### config.mk
export PLATFORM = sky130hd
export DESIGN_NAME = issue_scoreboard
export DESIGN_NICKNAME = d
export VERILOG_FILES = /design/src/rtl/issue_scoreboard.sv
export SDC_FILE = /design/constraint.sdc
export NUM_CORES = 1
export LEC_CHECK = 0
export ABC_AREA = 1
export CORE_MARGIN = 2
export CORE_UTILIZATION = 55
export DETAILED_ROUTE_END_ITERATION = 8
export DONT_BUFFER_PORTS = 1
export GPL_TIMING_DRIVEN = 0
export PLACE_DENSITY_LB_ADDON = 0.1
export SLEW_MARGIN = 20
export SYNTH_ARGS = -nofsm -noshare
export SYNTH_HDL_FRONTEND = slang
export SYNTH_SLANG_ARGS = --single-unit
### constraint.sdc
create_clock -name clk -period 3.43 [get_ports clk]
set_input_delay 0.1715 -clock clk [delete_from_list [all_inputs] [get_ports clk]]
set_output_delay 0.1715 -clock clk [all_outputs]
set_load 0.02 [all_outputs]
### src/rtl/issue_scoreboard.sv
// Register scoreboard for the issue stage: tracks destination registers with writes in flight
// and holds an instruction on RAW/WAW hazards or when too many writes are outstanding.
module issue_scoreboard #(
  parameter int unsigned MAX_INFLIGHT = 4
) (
  input  logic        clk,
  input  logic        rst,
  input  logic        in_valid,
  output logic        in_ready,
  input  logic        reads_0,
  input  logic        reads_1,
  input  logic [4:0]  read_reg_0,
  input  logic [4:0]  read_reg_1,
  input  logic        writes,
  input  logic [4:0]  write_reg,
  input  logic        wb_valid,
  input  logic [4:0]  wb_reg,
  input  logic        flush,
  output logic [31:0] pending,
  output logic [2:0]  inflight_count,
  output logic [15:0] stall_count
);

  logic [31:0] pending_q, pending_d;
  logic [2:0]  count_q, count_d;
  logic [15:0] stall_q, stall_d;

  logic        wb_hit;
  logic [31:0] pend_eff;
  logic [2:0]  cnt_eff;
  logic        hazard;
  logic        cnt_ok;
  logic        fire;
  logic        alloc;

  // A completing writeback is bypassed into the hazard check so a dependent can issue this cycle.
  always_comb begin
    wb_hit   = wb_valid & pending_q[wb_reg];
    pend_eff = pending_q;
    if (wb_hit) begin
      pend_eff[wb_reg] = 1'b0;
    end
    cnt_eff  = count_q - {2'b00, wb_hit};
    hazard   = (reads_0 & pend_eff[read_reg_0]) |
               (reads_1 & pend_eff[read_reg_1]) |
               (writes  & pend_eff[write_reg]);
    cnt_ok   = ~writes | (cnt_eff < 3'(MAX_INFLIGHT));
    in_ready = ~flush & ~hazard & cnt_ok;
    fire     = in_valid & in_ready;
    alloc    = fire & writes;
  end

  always_comb begin
    pending_d = pend_eff;
    count_d   = cnt_eff + {2'b00, alloc};
    if (alloc) begin
      pending_d[write_reg] = 1'b1;
    end
    if (flush) begin
      pending_d = '0;
      count_d   = '0;
    end
    stall_d = stall_q;
    if (in_valid && !in_ready && stall_q != 16'hFFFF) begin
      stall_d = stall_q + 16'd1;
    end
  end

  always_ff @(posedge clk or posedge rst) begin
    if (rst) begin
      pending_q <= '0;
      count_q   <= '0;
      stall_q   <= '0;
    end else begin
      pending_q <= pending_d;
      count_q   <= count_d;
      stall_q   <= stall_d;
    end
  end

  assign pending        = pending_q;
  assign inflight_count = count_q;
  assign stall_count    = stall_q;

endmodule

==> results of run 1 <==
## Yosys cell counts (all sizes together)
cell type | count | area share
a21oi | 33 | 0.036
buf | 18 | 0.027
clkbuf | 18 | 0.015
clkinv | 1 | 0.00082
dfrtp | 51 | 0.28
ha | 5 | 0.014
inv | 74 | 0.061
nand2 | 242 | 0.20
nand3 | 102 | 0.12
nand3b | 1 | 0.0016
nand4 | 64 | 0.088
nor2 | 78 | 0.067
nor3 | 20 | 0.023
nor4 | 4 | 0.0055
o211ai | 16 | 0.026
o21ai | 4 | 0.0044
xnor2 | 5 | 0.0096
xor2 | 11 | 0.021
## per-layer routing
| layer | vias up | routed length [um] | global-route usage |
|---|---|---|---|
| met2 | 408 | 7420 | 0.569 |
| met3 | 55 | 2280 | 0.0918 |
| met1 | 2461 | 6810 | 0.527 |
| li1 | 2528 | - | - |
| met4 | 0 | 565 | 0.123 |
| met5 | - | 0 | 0 |
## kinds of logic after synthesis
| kind of cell | Yosys count |
|---|---|
| buffers and inverters | 111 |
| AND/OR/NAND/NOR | 511 |
| AO/OA/AOI/OAI | 53 |
| flip-flops | 51 |
| XOR/XNOR | 16 |
| adder cells (fa/ha/maj) | 5 |
## worst min path at each step
stage | from | end | slack (ps) | cells after the start
4_1_cts | write_reg[4] | pending[20]$_DFF_PP0_ | 230 | 4
3_5_place_dp | rst | pending[12]$_DFF_PP0_ | 100 | 1
2_1_floorplan | writes | pending[13]$_DFF_PP0_ | 470 | 4
3_3_place_gp | writes | pending[31]$_DFF_PP0_ | 540 | 5
5_1_grt | reads_0 | pending[31]$_DFF_PP0_ | 230 | 3
6_report | reads_0 | pending[13]$_DFF_PP0_ | 210 | 3
## report_power, final
group          internal [mW]  switching (mW)  total [mW]  leakage, nW
logic                  0.108           0.243       0.351         1.51
registers              0.625          0.0712       0.696        0.658
clock network          0.144           0.223       0.367       0.0483
## tightest hold or removal path: cells and delay by family
kind | cells | cell delay [ps]
and+or+nand+nor | 2 | 250
AOI/OAI and AO/OA | 1 | 70
## timing repair
item                                    CTS  global route
endpoints found under the hold margin    20             0
cloned                                    0             2
setup buffers                             2             9
endpoints found under the setup margin    4            40
hold buffers                              1             0
resized for setup                        14            49
pin swaps                                 2            17
## state kept, by name, indices dropped and copies added (netlist names)
register / flops
pending: 32
stall_count: 16
inflight_count: 3
## cell type report
type	count	share of cell area
well taps	105	0.0261
flip-flops and latches	51	0.261
clock buffers	5	0.0137
plain buffers	35	0.0403
clock inverters	3	0.00373
multi-input cells	585	0.575
repair buffers	14	0.0236
inverters	75	0.0564
==> results.yml, run 1 <==
power:
  p_leak_nw: 2.22
  total_power_mw: 1.41
  ir_drop_mv: 0.230
  p_per_area_mw_per_mm2: 281
setup_path:
  path_buf_inv: 2
  crit_chain: "nand2_2 > nand2_1 > nand2_1 > nand2_1 > nand2_1 > nand2_1 > nor2_2 > nand2_4 > buf_6 > nand2_1 > inv_1 > ha_1 > ha_1 > xnor2_2 > nand2_1 > nand2_1 > nand2_2 > nor2_4 > nand2_8 > nor2_4 > ha_4 > ha_4 > xor2_1 > nor2_1"
  r2r_cells: 24
  rrSetupSlack_ps: 120
  cp.required_ps: 3620
  cp_slowest_stage_delay_ps: 520
  arrival_ps: 3500
  rr_endpoint: "inflight_count[2]$_DFF_PP0_"
  endpoint_kind: "register"
  cpMostUsedCell: "nand2_1"
  slowest_stage: "dfrtp_2"
  cp-endpoint: "inflight_count[2]$_DFF_PP0_"
  cp.depth: 24
  startpoint: "pending[20]$_DFF_PP0_"
  start_kind: "register"
  crit_type: "reg2reg"
  critical_path_peak_fanout: 10
  r2r_start: "pending[20]$_DFF_PP0_"
  crit_family: "simple AND/OR/NAND/NOR gates"
timing:
  max-slew-margin-rel: 0.571
  post-route-min-period_ps: 3310
  tns_ps: 0
  hold_violations: 0
  setup_violations: 0
  skew_ps: 4.99
  setup_slack_ps: 122
  post-route-period-util: 0.964
  rsz0062_at_grt: "true"
  fmax_mhz: 302
  worst_pin_slew_ps: 641
  maxSlewViolCount: 0
  hold_slack_ps: 214
final_layout:
  layout-drive-gt1-share: 0.129
  antenna_cells: 0
  multi_input_area_sq_mm: 0.00290
  final_cell_area_sq_mm: 0.00503
  most-common-layout-cells: "229 x nand2_1, 100 x nand3_1, 73 x nor2_1, 64 x inv_1, 64 x nand4_1"
  final-seq-area_sq_mm: 0.00131
  post-route-util: 0.619
  syn_to_final_growth_pct: 10.6
  finalNonFillerCells: 873
  nNetsFinal: 800
  num-fill-cells: 820
  layout_commonest_cell: "nand2_1"
detailed_routing:
  dr.pass1.iters: 5
  wirelength_um: 17100
  num_vias: 5452
  initialDrtViolationCount: 737
  wl_per_cell_um: 19.6
  viasPerCell: 6.25
  ant_nets: 0
  route.detailed.drc: 0
logic_synthesis:
  avgSynthCellArea_sq_um: 6.10
  synthXorXnorAreaFrac: 0.0308
  synth-compound-area-share: 0.0671
  synth_fa_ha_area_frac: 0.0137
  yosys.area_share.simple: 0.504
  syn_inst: 747
  yosysWarnings: 0
  synth_area_sq_mm: 0.00455
  syn-num-nets: 780
  muxShareOfSynthArea: 0
  synth_top_family_by_area: "simple AND/OR/NAND/NOR gates"
  ys_seq_area_frac: 0.280
  postSynthRegisterBits: 51
  synth_cell_type_count: 29
cts:
  clkTransAtPathRegs_ps: 100
  cts.root.buffer_cell: "clkbuf_8"
  cts_tree: "yes"
  clockBufferDepth: 2
  cts_buffers: 5
  cts_max_level: 2
  clk_latency_ps: 310
  cts_sinks: 51
place:
  io_buffers: 0
  dp_hpwl_um: 13200
  placed_area_sq_mm: 0.00470
  dpl_worst_slack_ps: -397
  dpl.cell_count: 853
  place_congestion: 0.930
global_routing:
  antenna_found_initial: 0
  grt_overflow: 0
  track_usage: 0.376
  grt_pass1_wl_um: 25800
  grt_pass1_vias: 4993
  grt_max_degree: 32
floorplan:
  die_h_um: 95.0
  die_area_sq_mm: 0.00902
  die_w_um: 95.0
  top_level_ports: 80
  initial_core_util: 0.560
  core_area_sq_mm: 0.00813
  core.rowCount: 33
hold_path:
  hp-class: "in2reg"
run:
  max-cap-violations: 0
outcome:
  status: "finished clean"
Note: power is estimated with default switching activity, not from simulation.
==> run 2, diff against run 1 <==
--- a/config.mk
+++ b/config.mk
@@ -12,6 +12,7 @@
 export DONT_BUFFER_PORTS = 1
 export GPL_TIMING_DRIVEN = 0
 export PLACE_DENSITY_LB_ADDON = 0.1
+export SETUP_SLACK_MARGIN = 0.5
 export SLEW_MARGIN = 20
 export SYNTH_ARGS = -nofsm -noshare
 export SYNTH_HDL_FRONTEND = slang
==> constraint.sdc (replaced) <==
create_clock -name clk -period 3.57 [get_ports clk]
set_input_delay 0.1785 -clock clk [delete_from_list [all_inputs] [get_ports clk]]
set_output_delay 0.1785 -clock clk [all_outputs]
set_load 0.02 [all_outputs]
==> run 2 against run 1 <==
Die area is the same. Flip-flop and latch count is the same. Fmax decreased by 0.41%. Design area rose by 2.5%. Wire length is 0.20% higher. Highest routed layer unchanged. Core utilization grew 1.6 points. Clock skew increased by 4.4 ps. Sequential power down 3.4%. Largest power group unchanged. Combinational power down 5%.
==> results.yml, run 2 (same netlist as run 1, synthesis figures left out) <==
cts:
  cts_max_level: 2
  cts_buffers: 5
  cts_sinks: 51
  cts.root.buffer_cell: "clkbuf_8"
  clkTransAtPathRegs_ps: 100
  clockBufferDepth: 2
  clk_latency_ps: 310
  cts_tree: "yes"
floorplan:
  top_level_ports: 80
  core_area_sq_mm: 0.00813
  core.rowCount: 33
  initial_core_util: 0.560
  die_w_um: 95.0
  die_h_um: 95.0
  die_area_sq_mm: 0.00902
place:
  io_buffers: 0
  dpl_worst_slack_ps: -227
  dp_hpwl_um: 13200
  dpl.cell_count: 853
  place_congestion: 0.995
  placed_area_sq_mm: 0.00472
setup_path:
  start_kind: "register"
  critical_path_peak_fanout: 7
  rrSetupSlack_ps: 250
  rr_endpoint: "inflight_count[2]$_DFF_PP0_"
  arrival_ps: 3510
  cp.required_ps: 3760
  r2r_cells: 28
  endpoint_kind: "register"
  slowest_stage: "dfrtp_2"
  r2r_start: "pending[3]$_DFF_PP0_"
  crit_type: "reg2reg"
  cp_slowest_stage_delay_ps: 520
global_routing:
  track_usage: 0.384
  grt_pass1_vias: 5089
  grt_overflow: 0
  grt_pass1_wl_um: 26300
  antenna_found_initial: 0
  grt_max_degree: 35
final_layout:
  final_cell_area_sq_mm: 0.00516
  syn_to_final_growth_pct: 13.4
  largest_reg_flops: 32
  most-common-layout-cells: "215 x nand2_1, 97 x nand3_1, 73 x nor2_1, 64 x inv_1, 64 x nand4_1"
  layout_commonest_cell: "nand2_1"
  layout-drive-gt1-share: 0.169
  finalNonFillerCells: 873
  nNetsFinal: 800
  antenna_cells: 0
detailed_routing:
  initialDrtViolationCount: 704
  ant_nets: 0
  num_vias: 5530
  viasPerCell: 6.33
  route.detailed.drc: 0
  wl_per_cell_um: 19.6
  dr.pass1.iters: 5
  wirelength_um: 17100
timing:
  tns_ps: 0
  max-slew-margin-rel: 0.484
  rsz0062_at_grt: "true"
  post-route-period-util: 0.931
  setup_violations: 0
  worst_pin_slew_ps: 772
  skew_ps: 9.41
  setup_slack_ps: 248
  maxSlewViolCount: 0
  fmax_mhz: 301
  hold_violations: 0
  post-route-min-period_ps: 3320
hold_path:
  holdPathStages: 5
  hold_path_end: "pending[0]$_DFF_PP0_"
  hp-start: "write_reg[4]"
  hp-class: "in2reg"
power:
  p_leak_nw: 2.24
  ir_drop_mv: 0.284
  total_power_mw: 1.42
  p_per_area_mw_per_mm2: 276
outcome:
  status: "finished clean"
run:
  max-cap-violations: 0
run 2: changes by cell type in the layout (fill, tap and decap cells not counted), sizes merged:
| cell | delta |
|---|---|
| buf | +1 |
| bufinv | +1 |
| clkbuf | -1 |
| clkinv | -1 |
run 2: worst max path at each step:
stage / from / endpoint / slack, ps / cells past startpoint
2_1_floorplan: pending[23]$_DFF_PP0_ / inflight_count[2]$_DFF_PP0_ / 500 / 25
3_3_place_gp: pending[0]$_DFF_PP0_ / inflight_count[2]$_DFF_PP0_ / -170 / 25
3_5_place_dp: pending[0]$_DFF_PP0_ / inflight_count[2]$_DFF_PP0_ / -230 / 25
4_1_cts: pending[3]$_DFF_PP0_ / inflight_count[2]$_DFF_PP0_ / 280 / 28
5_1_grt: pending[3]$_DFF_PP0_ / inflight_count[2]$_DFF_PP0_ / 50 / 28
6_report: pending[3]$_DFF_PP0_ / inflight_count[2]$_DFF_PP0_ / 250 / 28
run 2: metrics by stage:
step	hold WS, ps	utilization
floorplan	474	-
global placement	543	0.578
detailed placement	83.9	0.580
CTS	215	0.622
global route	265	0.635
finish	236	0.635
run 2: layer usage:
layer,wire (um),share of wire,up-vias,GRT usage
met5,0,0,-,0
met1,6910,0.40,2550,0.545
met3,2030,0.12,60,0.0662
met4,480,0.028,0,0.117
met2,7690,0.45,396,0.597
li1,-,-,2524,-
run 2: power by group:
| group | internal, mW | leakage, nW | switching [mW] |
|---|---|---|---|
| logic | 0.101 | 1.53 | 0.234 |
| clock network | 0.213 | 0.0587 | 0.203 |
| registers | 0.600 | 0.654 | 0.0720 |
| total | 0.914 | 2.24 | 0.509 |
run 2: critical path: cells and delay by family (launching register included):
kind	cells	cell delay [ps]
simple gates	23	2000
xor+xnor	1	140
flops	1	520
buf+inv	2	260
fa+ha+maj	2	260
run 2: area by class of cell:
cell class              instances  area (sq um)
multi-input cells             585          2980
fillers                       792          2970
flip-flops and latches         51          1320
inverters                      75           282
plain buffers                  36           225
well taps                     105           131
repair buffers                 13           114
clock buffers                   5          68.8
clock inverters                 3          47.5
run 2: repair_timing:
action | 4_1_cts | 5_1_grt
pin swaps | 23 | 21
gates resized for setup | 56 | 28
hold buffers | 1 | 0
setup buffers | 7 | 2
endpoints found under the setup margin | 50 | 52
cloned | 2 | 0
endpoints found under the hold margin | 17 | 0
==> run 3, diff against run 2 <==
--- a/config.mk
+++ b/config.mk
@@ -12,6 +12,7 @@
 export DONT_BUFFER_PORTS = 1
 export GPL_TIMING_DRIVEN = 0
 export PLACE_DENSITY_LB_ADDON = 0.1
+export REMOVE_ABC_BUFFERS = 1
 export SETUP_SLACK_MARGIN = 0.5
 export SLEW_MARGIN = 20
 export SYNTH_ARGS = -nofsm -noshare
==> run 3 against run 2 <==
The flow now finishes with violations (hold timing). First-iteration DRC count down 36%. Largest power group unchanged. Worst setup slack gained 140 ps. Wire length shrank 4.6%.
==> results.yml, run 3 (same netlist as run 1, synthesis figures left out) <==
outcome:
  status: "complete, but fails checks"
  violations: "hold timing"
setup_path:
  crit_chain: "nand2_1 > nand2_1 > nand2_1 > nand2_1 > nand2_1 > nand2_2 > nor2_4 > buf_6 > nand2_8 > buf_4 > nand3_1 > nand2_2 > o211ai_1 > nand3_1 > nand3_1 > nand2_1 > nand2_2 > nand3_4 > nand2_8 > nor2_4 > ha_4 > ha_4 > xor2_1 > nor2_1"
  r2r_cells: 24
  rr_endpoint: "inflight_count[2]$_DFF_PP0_"
  arrival_ps: 3420
  r2r_start: "pending[8]$_DFF_PP0_"
  cp.required_ps: 3810
  slowest_stage: "dfrtp_2"
  cpMostUsedCell: "nand2_1"
  cp.depth: 24
  crit_family: "simple AND/OR/NAND/NOR gates"
  endpoint_kind: "register"
  crit_type: "reg2reg"
  critical_path_peak_fanout: 8
  cp_slowest_stage_delay_ps: 520
  path_buf_inv: 2
  rrSetupSlack_ps: 390
  start_kind: "register"
final_layout:
  finalNonFillerCells: 846
  most-common-layout-cells: "228 x nand2_1, 99 x nand3_1, 72 x nor2_1, 64 x inv_1, 64 x nand4_1"
  layout-drive-gt1-share: 0.135
  syn_to_final_growth_pct: 11.3
  nNetsFinal: 773
  final-seq-area_sq_mm: 0.00132
  layout_commonest_cell: "nand2_1"
  antenna_cells: 0
  num-fill-cells: 762
  multi_input_area_sq_mm: 0.00303
  largest_reg_flops: 32
place:
  io_buffers: 0
  dp_hpwl_um: 11200
  dpl.cell_count: 817
  place_congestion: 0.987
timing:
  post-route-min-period_ps: 3180
  post-route-period-util: 0.892
  max-slew-margin-rel: 0.380
  rsz0062_at_grt: "true"
  maxSlewViolCount: 0
  worst_pin_slew_ps: 929
  skew_ps: 8.91
  fmax_mhz: 314
  setup_violations: 0
  hold_slack_ps: -80.2
  hold_violations: 35
cts:
  clkTransAtPathRegs_ps: 100
  cts_buffers: 5
  clockBufferDepth: 2
  ctsHoldBuffers: 1
  cts.root.buffer_cell: "clkbuf_8"
  cts_max_level: 2
  clk_latency_ps: 310
  cts_sinks: 51
  cts_tree: "yes"
global_routing:
  antenna_found_initial: 0
  grt_overflow: 0
  track_usage: 0.362
  grt_pass1_wl_um: 25300
  grt_max_degree: 37
  grt_pass1_vias: 4968
detailed_routing:
  route.detailed.drc: 0
  num_vias: 5328
  wirelength_um: 16300
  ant_nets: 0
  initialDrtViolationCount: 449
  wl_per_cell_um: 19.3
  dr.pass1.iters: 5
  viasPerCell: 6.30
floorplan:
  die_area_sq_mm: 0.00902
  initial_core_util: 0.560
  die_w_um: 95.0
  die_h_um: 95.0
  core_area_sq_mm: 0.00813
  core.rowCount: 33
  top_level_ports: 80
hold_path:
  hp-start: "flush"
  holdPathStages: 1
  hp-class: "in2reg"
  hold_path_end: "pending[9]$_DFF_PP0_"
power:
  p_per_area_mw_per_mm2: 286
  total_power_mw: 1.45
  p_leak_nw: 2.21
  ir_drop_mv: 0.382
run:
  max-cap-violations: 0
==> run 3: cell types whose count changed in the layout (fill, tap and decap cells not counted), sizes merged <==
cell,delta
clkinv,-1
buf,-15
nand2,+2
clkinvlp,+1
nor2,+1
bufinv,+1
inv,-1
clkbuf,-18
nand3,+3
==> run 3: final cells by class <==
cell class / count / share of cell area
timing repair buffer: 16 / 0.0331
clock inverter: 3 / 0.0133
tap: 105 / 0.0259
inverter: 75 / 0.0556
multi-input combinational: 591 / 0.599
sequential: 51 / 0.260
clock buffer: 5 / 0.0136
==> run 3: per-layer routing <==
metal  part of all wire  up-vias  wire length (um)  global-route usage
li1                   -     2482                 -                   -
met1               0.39     2447              6300               0.462
met2               0.48      331              7820               0.602
met3              0.096       68              1560              0.0670
met4              0.039        0               635               0.149
met5                  0        -                 0                   0
==> run 3: what timing repair did <==
action | 4_1_cts | 5_1_grt
endpoints found under the setup margin | 52 | 52
setup buffers | 11 | 3
pin swaps | 15 | 27
gates resized for setup | 47 | 25
gates cloned | 5 | 1
endpoints found under the hold margin | 51 | 35
==> run 3: worst max-delay path by stage <==
| stage | from | to |
|---|---|---|
| 5_1_grt | pending[24]$_DFF_PP0_ | inflight_count[2]$_DFF_PP0_ |
| 3_5_place_dp | pending[31]$_DFF_PP0_ | inflight_count[2]$_DFF_PP0_ |
| 4_1_cts | pending[24]$_DFF_PP0_ | inflight_count[2]$_DFF_PP0_ |
| 3_3_place_gp | pending[31]$_DFF_PP0_ | inflight_count[2]$_DFF_PP0_ |
| 6_report | pending[8]$_DFF_PP0_ | inflight_count[2]$_DFF_PP0_ |
| 2_1_floorplan | pending[20]$_DFF_PP0_ | inflight_count[2]$_DFF_PP0_ |
==> run 3: report_power, final <==
part | internal (mW) | switching, mW
clock network | 0.279 | 0.197
logic | 0.0941 | 0.211
registers | 0.600 | 0.0696
==> run 3: through the flow <==
| step | area, sq um | util | setup TNS, ps | setup slack (ps) | hold WS (ps) |
|---|---|---|---|---|---|
| 2_1_floorplan | 4360 | - | 0 | 261 | 242 |
| 3_3_place_gp | 4490 | 0.552 | -4130 | -445 | 250 |
| 3_5_place_dp | 4510 | 0.555 | -4750 | -468 | 56.5 |
| 4_1_cts | 4940 | 0.607 | 0 | 424 | -80.7 |
| 5_1_grt | 5070 | 0.623 | 0 | 177 | -99.7 |
| 6_report | 5070 | 0.623 | 0 | 385 | -80.2 |
==> run 3: worst reg2reg max path: stages, from the launching register on <==
cell and delay [ps]:
dfrtp_2 520, nand2_1 90, nand2_1 60, nand2_1 60, nand2_1 60, nand2_1 70, nand2_2 70, nor2_4 120
buf_6 160, nand2_8 80, buf_4 140, nand3_1 90, nand2_2 90, o211ai_1 250, nand3_1 130, nand3_1 120
nand2_1 90, nand2_2 100, nand3_4 110, nand2_8 110, nor2_4 40, ha_4 160, ha_4 150, xor2_1 130
nor2_1 110
